--- src/rtl/wb_pkg.sv ---
// Shared constants for the MEM/WB write-back stage: load types, source selects, default widths.
package wb_pkg;

  localparam int unsigned DATA_W_DEF     = 32;
  localparam int unsigned REG_ADDR_W_DEF = 5;
  localparam int unsigned NSRC_DEF       = 4;

  localparam logic [2:0] LT_WORD = 3'd0;
  localparam logic [2:0] LT_LB   = 3'd1;
  localparam logic [2:0] LT_LBU  = 3'd2;
  localparam logic [2:0] LT_LH   = 3'd3;
  localparam logic [2:0] LT_LHU  = 3'd4;

  localparam int unsigned WB_SRC_ALU  = 0;
  localparam int unsigned WB_SRC_MEM  = 1;
  localparam int unsigned WB_SRC_LINK = 2;
  localparam int unsigned WB_SRC_HILO = 3;

endpackage

--- src/rtl/writeback_stage_if.sv ---
// MEM-side bundle into the W stage and the W-stage / forwarding outputs.
interface writeback_stage_if #(
  parameter int unsigned DATA_W     = 32,
  parameter int unsigned REG_ADDR_W = 5,
  parameter int unsigned NSRC       = 4
);
  localparam int unsigned SEL_W = (NSRC > 1) ? $clog2(NSRC) : 1;

  logic                   StallW;
  logic                   FlushW;
  logic                   ValidM;
  logic                   RegWriteM;
  logic [REG_ADDR_W-1:0]  WriteRegM;
  logic [SEL_W-1:0]       WbSelM;
  logic [NSRC*DATA_W-1:0] SrcDataM;
  logic [2:0]             LoadTypeM;
  logic [1:0]             ByteOffM;

  logic                   ValidW;
  logic                   RegWriteW;
  logic [REG_ADDR_W-1:0]  WriteRegW;
  logic [DATA_W-1:0]      WriteDataW;
  logic                   FwdValid;
  logic [REG_ADDR_W-1:0]  FwdReg;
  logic [DATA_W-1:0]      FwdData;
  logic [31:0]            RetireCount;

  modport master (
    output StallW, FlushW, ValidM, RegWriteM, WriteRegM, WbSelM, SrcDataM, LoadTypeM, ByteOffM,
    input  ValidW, RegWriteW, WriteRegW, WriteDataW, FwdValid, FwdReg, FwdData, RetireCount
  );

  modport slave (
    input  StallW, FlushW, ValidM, RegWriteM, WriteRegM, WbSelM, SrcDataM, LoadTypeM, ByteOffM,
    output ValidW, RegWriteW, WriteRegW, WriteDataW, FwdValid, FwdReg, FwdData, RetireCount
  );
endinterface

--- src/rtl/wb_load_extract.sv ---
// Sub-word load extraction: picks a little-endian byte/halfword lane and sign/zero-extends it.
module wb_load_extract
  import wb_pkg::*;
#(
  parameter int unsigned DATA_W = DATA_W_DEF
) (
  input  logic [DATA_W-1:0] data_i,
  input  logic [2:0]        load_type_i,
  input  logic [1:0]        byte_off_i,
  output logic [DATA_W-1:0] data_o
);
  logic [7:0]  byte_lane;
  logic [15:0] half_lane;

  always_comb begin
    byte_lane = data_i[{byte_off_i, 3'b000} +: 8];
    // Halfword lane uses only the upper offset bit; a misaligned offset is silently rounded down.
    half_lane = data_i[{byte_off_i[1], 4'b0000} +: 16];
    case (load_type_i)
      LT_LB:   data_o = {{(DATA_W-8){byte_lane[7]}}, byte_lane};
      LT_LBU:  data_o = {{(DATA_W-8){1'b0}}, byte_lane};
      LT_LH:   data_o = {{(DATA_W-16){half_lane[15]}}, half_lane};
      LT_LHU:  data_o = {{(DATA_W-16){1'b0}}, half_lane};
      default: data_o = data_i;
    endcase
  end
endmodule

--- src/rtl/writeback_stage.sv ---
// MEM/WB pipeline register with write-back source select, forwarding copy and retire counter.
// Define WB_LOAD_EXT_EN to enable sub-word load extraction on the memory source.
module writeback_stage
  import wb_pkg::*;
#(
  parameter int unsigned DATA_W     = DATA_W_DEF,
  parameter int unsigned REG_ADDR_W = REG_ADDR_W_DEF,
  parameter int unsigned NSRC       = NSRC_DEF
) (
  input logic             Clk,
  input logic             Reset,
  writeback_stage_if.slave bus
);
  localparam int unsigned SEL_W = (NSRC > 1) ? $clog2(NSRC) : 1;

  logic                  valid_q, valid_d;
  logic                  regwr_q, regwr_d;
  logic [REG_ADDR_W-1:0] wreg_q, wreg_d;
  logic [DATA_W-1:0]     wdata_q, wdata_d;
  logic                  fvalid_q, fvalid_d;
  logic [REG_ADDR_W-1:0] freg_q, freg_d;
  logic [DATA_W-1:0]     fdata_q, fdata_d;
  logic [31:0]           retire_q, retire_d;

  logic [DATA_W-1:0]     src_sel;
  logic [DATA_W-1:0]     wb_data;

  // Out-of-range selects fall back to source 0.
  always_comb begin
    src_sel = bus.SrcDataM[0 +: DATA_W];
    for (int unsigned k = 1; k < NSRC; k++) begin
      if (bus.WbSelM == SEL_W'(k)) src_sel = bus.SrcDataM[k*DATA_W +: DATA_W];
    end
  end

`ifdef WB_LOAD_EXT_EN
  logic [DATA_W-1:0] mem_ext;

  wb_load_extract #(
    .DATA_W(DATA_W)
  ) u_load_extract (
    .data_i     (bus.SrcDataM[WB_SRC_MEM*DATA_W +: DATA_W]),
    .load_type_i(bus.LoadTypeM),
    .byte_off_i (bus.ByteOffM),
    .data_o     (mem_ext)
  );

  assign wb_data = (bus.WbSelM == SEL_W'(WB_SRC_MEM)) ? mem_ext : src_sel;
`else
  logic unused_load_info;
  assign unused_load_info = ^{bus.LoadTypeM, bus.ByteOffM};
  assign wb_data = src_sel;
`endif

  always_comb begin
    valid_d  = valid_q;
    regwr_d  = regwr_q;
    wreg_d   = wreg_q;
    wdata_d  = wdata_q;
    fvalid_d = fvalid_q;
    freg_d   = freg_q;
    fdata_d  = fdata_q;
    retire_d = retire_q;
    // Flush overrides stall, so a flush edge is never a hold edge.
    if (bus.FlushW || !bus.StallW) begin
      fvalid_d = regwr_q;
      freg_d   = wreg_q;
      fdata_d  = wdata_q;
    end
    if (bus.FlushW) begin
      valid_d = 1'b0;
      regwr_d = 1'b0;
      wreg_d  = '0;
      wdata_d = '0;
    end else if (!bus.StallW) begin
      valid_d  = bus.ValidM;
      regwr_d  = bus.RegWriteM & bus.ValidM & (bus.WriteRegM != '0);
      wreg_d   = bus.WriteRegM;
      wdata_d  = wb_data;
      retire_d = retire_q + {31'b0, bus.ValidM};
    end
  end

  always_ff @(posedge Clk) begin
    if (Reset) begin
      valid_q  <= 1'b0;
      regwr_q  <= 1'b0;
      wreg_q   <= '0;
      wdata_q  <= '0;
      fvalid_q <= 1'b0;
      freg_q   <= '0;
      fdata_q  <= '0;
      retire_q <= '0;
    end else begin
      valid_q  <= valid_d;
      regwr_q  <= regwr_d;
      wreg_q   <= wreg_d;
      wdata_q  <= wdata_d;
      fvalid_q <= fvalid_d;
      freg_q   <= freg_d;
      fdata_q  <= fdata_d;
      retire_q <= retire_d;
    end
  end

  assign bus.ValidW      = valid_q;
  assign bus.RegWriteW   = regwr_q;
  assign bus.WriteRegW   = wreg_q;
  assign bus.WriteDataW  = wdata_q;
  assign bus.FwdValid    = fvalid_q;
  assign bus.FwdReg      = freg_q;
  assign bus.FwdData     = fdata_q;
  assign bus.RetireCount = retire_q;
endmodule

--- src/flat_wrapper.sv ---
// flat-port wrapper written by rule: the top's interface ports become plain ports
module writeback_stage_flat import wb_pkg::*;
#(
  parameter int unsigned DATA_W     = DATA_W_DEF,
  parameter int unsigned REG_ADDR_W = REG_ADDR_W_DEF,
  parameter int unsigned NSRC       = NSRC_DEF
)
  (Clk, Reset, bus_StallW, bus_FlushW, bus_ValidM, bus_RegWriteM, bus_WriteRegM, bus_WbSelM, bus_SrcDataM, bus_LoadTypeM, bus_ByteOffM, bus_ValidW, bus_RegWriteW, bus_WriteRegW, bus_WriteDataW, bus_FwdValid, bus_FwdReg, bus_FwdData, bus_RetireCount);
  writeback_stage_if #(.DATA_W(DATA_W), .REG_ADDR_W(REG_ADDR_W), .NSRC(NSRC)) bus_i ();
  input logic Clk;
  input logic Reset;
  input wire logic [$bits(bus_i.StallW)-1:0] bus_StallW;
  input wire logic [$bits(bus_i.FlushW)-1:0] bus_FlushW;
  input wire logic [$bits(bus_i.ValidM)-1:0] bus_ValidM;
  input wire logic [$bits(bus_i.RegWriteM)-1:0] bus_RegWriteM;
  input wire logic [$bits(bus_i.WriteRegM)-1:0] bus_WriteRegM;
  input wire logic [$bits(bus_i.WbSelM)-1:0] bus_WbSelM;
  input wire logic [$bits(bus_i.SrcDataM)-1:0] bus_SrcDataM;
  input wire logic [$bits(bus_i.LoadTypeM)-1:0] bus_LoadTypeM;
  input wire logic [$bits(bus_i.ByteOffM)-1:0] bus_ByteOffM;
  output wire logic [$bits(bus_i.ValidW)-1:0] bus_ValidW;
  output wire logic [$bits(bus_i.RegWriteW)-1:0] bus_RegWriteW;
  output wire logic [$bits(bus_i.WriteRegW)-1:0] bus_WriteRegW;
  output wire logic [$bits(bus_i.WriteDataW)-1:0] bus_WriteDataW;
  output wire logic [$bits(bus_i.FwdValid)-1:0] bus_FwdValid;
  output wire logic [$bits(bus_i.FwdReg)-1:0] bus_FwdReg;
  output wire logic [$bits(bus_i.FwdData)-1:0] bus_FwdData;
  output wire logic [$bits(bus_i.RetireCount)-1:0] bus_RetireCount;
  assign bus_i.StallW = bus_StallW;
  assign bus_i.FlushW = bus_FlushW;
  assign bus_i.ValidM = bus_ValidM;
  assign bus_i.RegWriteM = bus_RegWriteM;
  assign bus_i.WriteRegM = bus_WriteRegM;
  assign bus_i.WbSelM = bus_WbSelM;
  assign bus_i.SrcDataM = bus_SrcDataM;
  assign bus_i.LoadTypeM = bus_LoadTypeM;
  assign bus_i.ByteOffM = bus_ByteOffM;
  assign bus_ValidW = bus_i.ValidW;
  assign bus_RegWriteW = bus_i.RegWriteW;
  assign bus_WriteRegW = bus_i.WriteRegW;
  assign bus_WriteDataW = bus_i.WriteDataW;
  assign bus_FwdValid = bus_i.FwdValid;
  assign bus_FwdReg = bus_i.FwdReg;
  assign bus_FwdData = bus_i.FwdData;
  assign bus_RetireCount = bus_i.RetireCount;
  writeback_stage #(.DATA_W(DATA_W), .REG_ADDR_W(REG_ADDR_W), .NSRC(NSRC)) u_core (.Clk(Clk), .Reset(Reset), .bus(bus_i));
endmodule
--- config.mk ---
export PLATFORM = sky130hd
export DESIGN_NAME = writeback_stage_flat
export DESIGN_NICKNAME = d
export VERILOG_FILES = /design/src/rtl/wb_pkg.sv /design/src/rtl/writeback_stage_if.sv /design/src/rtl/wb_load_extract.sv /design/src/rtl/writeback_stage.sv /design/src/flat_wrapper.sv
export SDC_FILE = /design/constraint.sdc
export NUM_CORES = 1
export LEC_CHECK = 0
export BUFFER_PORTS_ARGS = -buffer_cell sky130_fd_sc_hd__buf_2
export CAP_MARGIN = 20
export CORE_UTILIZATION = 40
export DETAILED_ROUTE_END_ITERATION = 10
export GPL_ROUTABILITY_DRIVEN = 0
export PLACE_DENSITY = 0.7
export SLEW_MARGIN = 20
export SYNTH_ARGS = -nofsm -noshare
export SYNTH_HDL_FRONTEND = slang
export SYNTH_SLANG_ARGS = --single-unit
--- constraint.sdc ---
create_clock -name Clk -period 4.05 [get_ports Clk]
set_input_delay 0.2025 -clock Clk [delete_from_list [all_inputs] [get_ports Clk]]
set_output_delay 0.2025 -clock Clk [all_outputs]
set_load 0.01 [all_outputs]
==> metrics.yaml <==
tns_ns: 0
p_switching_uw: 549
setup_viol: 0
power_uw: 2330
r2r_end: "u_core.bus.RetireCount[19]"
fp.coreArea_mm2: 0.0121
hp-class: "in2reg"
cts_buffer_depth: 2
synth_area_mm2: 0.00503
relSlewSlack_pct: 46.5
grt.overflow.total: 0
multi_input_area_mm2: 0.00267
synth_warnings: 0
avgSynthCellArea_um2: 9.49
first_iter_violations: 360
yosysTopAreaCell: "dfxtp_1"
synthFlopType: "dfxtp_1"
grt_usage_pct: 23.8
dp_cells: 913
p_leak_uw: 0.00294
min_period_ns: 2.48
dpl.hpwl_mm: 11.4
holdCritStartpoint: "bus_WriteRegM[0]"
fmax_mhz: 403
cts_setup_buffers: 0
drive_above_1_share_pct: 40.5
synth_edf_count: 0
syn-num-nets: 679
initial_utilization_pct: 41.5
die_h_um: 114
vias_per_cell: 5.35
fin_nets: 905
cp_max_fo: 17
final_cell_count_no_fill: 930
seqPwrFrac_pct: 47.8
maxCapViolations: 0
whs_endpoint: "u_core.bus.WriteRegW[0]"
cts_buffers: 9
rsz0062_at_grt: "false"
grt_max_degree: 74
grt_pass1_vias: 5002
fin_crit_sh_pct: 61.3
num-fill-cells: 1117
h-tree-depth: 3
async_flop_share_pct: 0
slew_violations: 0
final_common_cell: "buf_2"
worst_pin_slew_ns: 0.802
seq_area_frac_synth_pct: 43.4
clk_latency_ns: 0.34
routed_wl_mm: 15.1
internal_power_uw: 1780
avgRoutedWirePerCell_um: 16.3
layout.area.seq_mm2: 0.00218
detail-route-antenna-nets: 0
vias: 4980
mostFrequentLayoutCells: "buf_2, dfxtp_1, nand2_1"
yosysUniqueCellTypes: 36
critPathCaptureType: "register"
swShare_pct: 23.5
num_io_pins: 255
cts_hold_buf: 0
reg2reg_setup_slack_ns: 1.57
crit_required_ns: 4.31
ys_seq_elements: 109
p_clk_share_pct: 40.3
synthTopCellsByArea: "dfxtp_1, mux4_2, mux2i_1"
holdPathStages: 3
power.density_mw_per_mm2: 349
netlist_instances: 530
rows: 40
cts.clk_slew.worst_paths_ns: 0.07
grt_first_pass_wirelength_mm: 24.1
r2r-start: "u_core.bus.RetireCount[5]"
die-area_mm2: 0.0130
startpoint_type: "register"
cts.repair.resized: 0
arrival_ns: 2.75
p_comb_share_pct: 12.0
hold_violations: 0
first_pass_iters: 5
tritoncts: "built"
ir_drop_uv: 239
portBuffers: 249
crit_type: "reg2reg"
status: "finished, final reports clean"
root_buffer: "clkbuf_16"
drc: 0
cts.sinks: 109
synth_top_area_share_pct: 43.4
area_growth_pct: 32.8
die_w_um: 114
ff2ff_path_depth: 4
antenna_found_initial: 1
fin_skew_ns: 0.00550
-- synthesized netlist by cell type, drive strengths merged, types with 5 or more instances --
master / number
nand3: 11
inv: 6
or4: 18
nand2: 92
nor2: 51
a21oi: 60
mux2i: 37
buf: 12
nor4: 5
nor3: 6
dfxtp: 109
mux4: 32
nand4: 10
o31ai: 13
clkbuf: 26
o21ai: 5
or3: 5
-- registers in the layout, indices dropped and copies added (netlist names) --
name	cells
u_core.bus.RegWriteW	1
u_core.bus.FwdValid	1
u_core.bus.FwdReg	5
u_core.bus.RetireCount	32
u_core.bus.WriteRegW	5
u_core.bus.WriteDataW	32
u_core.bus.ValidW	1
u_core.bus.FwdData	32
-- per-stage QoR --
stage	cell area, um^2	worst slack (ns)	utilization, %	hold slack [ns]
floorplan	5030	1.80	-	0.346
global placement	6360	1.67	52.5	0.437
detailed placement	6360	1.61	52.5	0.442
CTS	6680	1.59	55.1	0.0955
global route	6680	1.43	55.2	0.121
finish	6680	1.57	55.2	0.108
-- cell families after synthesis --
logic type / Yosys count / synth area share [%]
adders and majority gates: 3 / 0.746
xor gates and xnor gates: 7 / 1.22
muxes: 72 / 22.4
AOI/OAI and AO/OA: 83 / 9.18
DFF: 109 / 43.4
and+or+nand+nor: 212 / 19.5
buffers and inverters: 44 / 3.61
-- power groups by stage --
stage	clock (uW)	combinational (uW)	sequential [uW]
2_1_floorplan	0	147	1150
3_3_place_gp	0	274	1140
3_5_place_dp	0	280	1140
4_1_cts	951	281	1110
5_1_grt	1000	304	1120
6_report	938	279	1110
-- layout make-up --
cell class	instances	area share [%]
Clock inverter	6	1.31
Timing Repair Buffer	253	19.1
Tap cell	168	3.15
Antenna cell	1	0.0375
Inverter	6	0.337
Multi-Input combinational cell	377	39.9
Sequential cell	109	32.7
Clock buffer	10	3.43
-- layer usage --
layer	global-route usage, %	up-vias	part of all wire, %
li1	-	2349	-
met1	28.1	2369	42
met2	40.4	220	49
met3	5.77	42	6.3
met4	11.7	0	3.1
met5	0	-	0
-- critical path, stage by stage (launching register included) --
cell	delay, ns
dfxtp_1	0.39
or3b_1	0.51
or4_1	0.80
or4_1	0.54
a21oi_1	0.16
-- worst max-delay path by stage --
stage / start / to / cells past startpoint
finish: u_core.bus.RetireCount[5] / u_core.bus.RetireCount[19] / 4
global route: u_core.bus.RetireCount[5] / u_core.bus.RetireCount[19] / 4
CTS: u_core.bus.RetireCount[5] / u_core.bus.RetireCount[21] / 4
detailed placement: u_core.bus.RetireCount[5] / u_core.bus.RetireCount[21] / 4
global placement: u_core.bus.RetireCount[5] / u_core.bus.RetireCount[21] / 4
floorplan: u_core.bus.RetireCount[5] / u_core.bus.RetireCount[28] / 6
(Power assumes the default switching activity.)
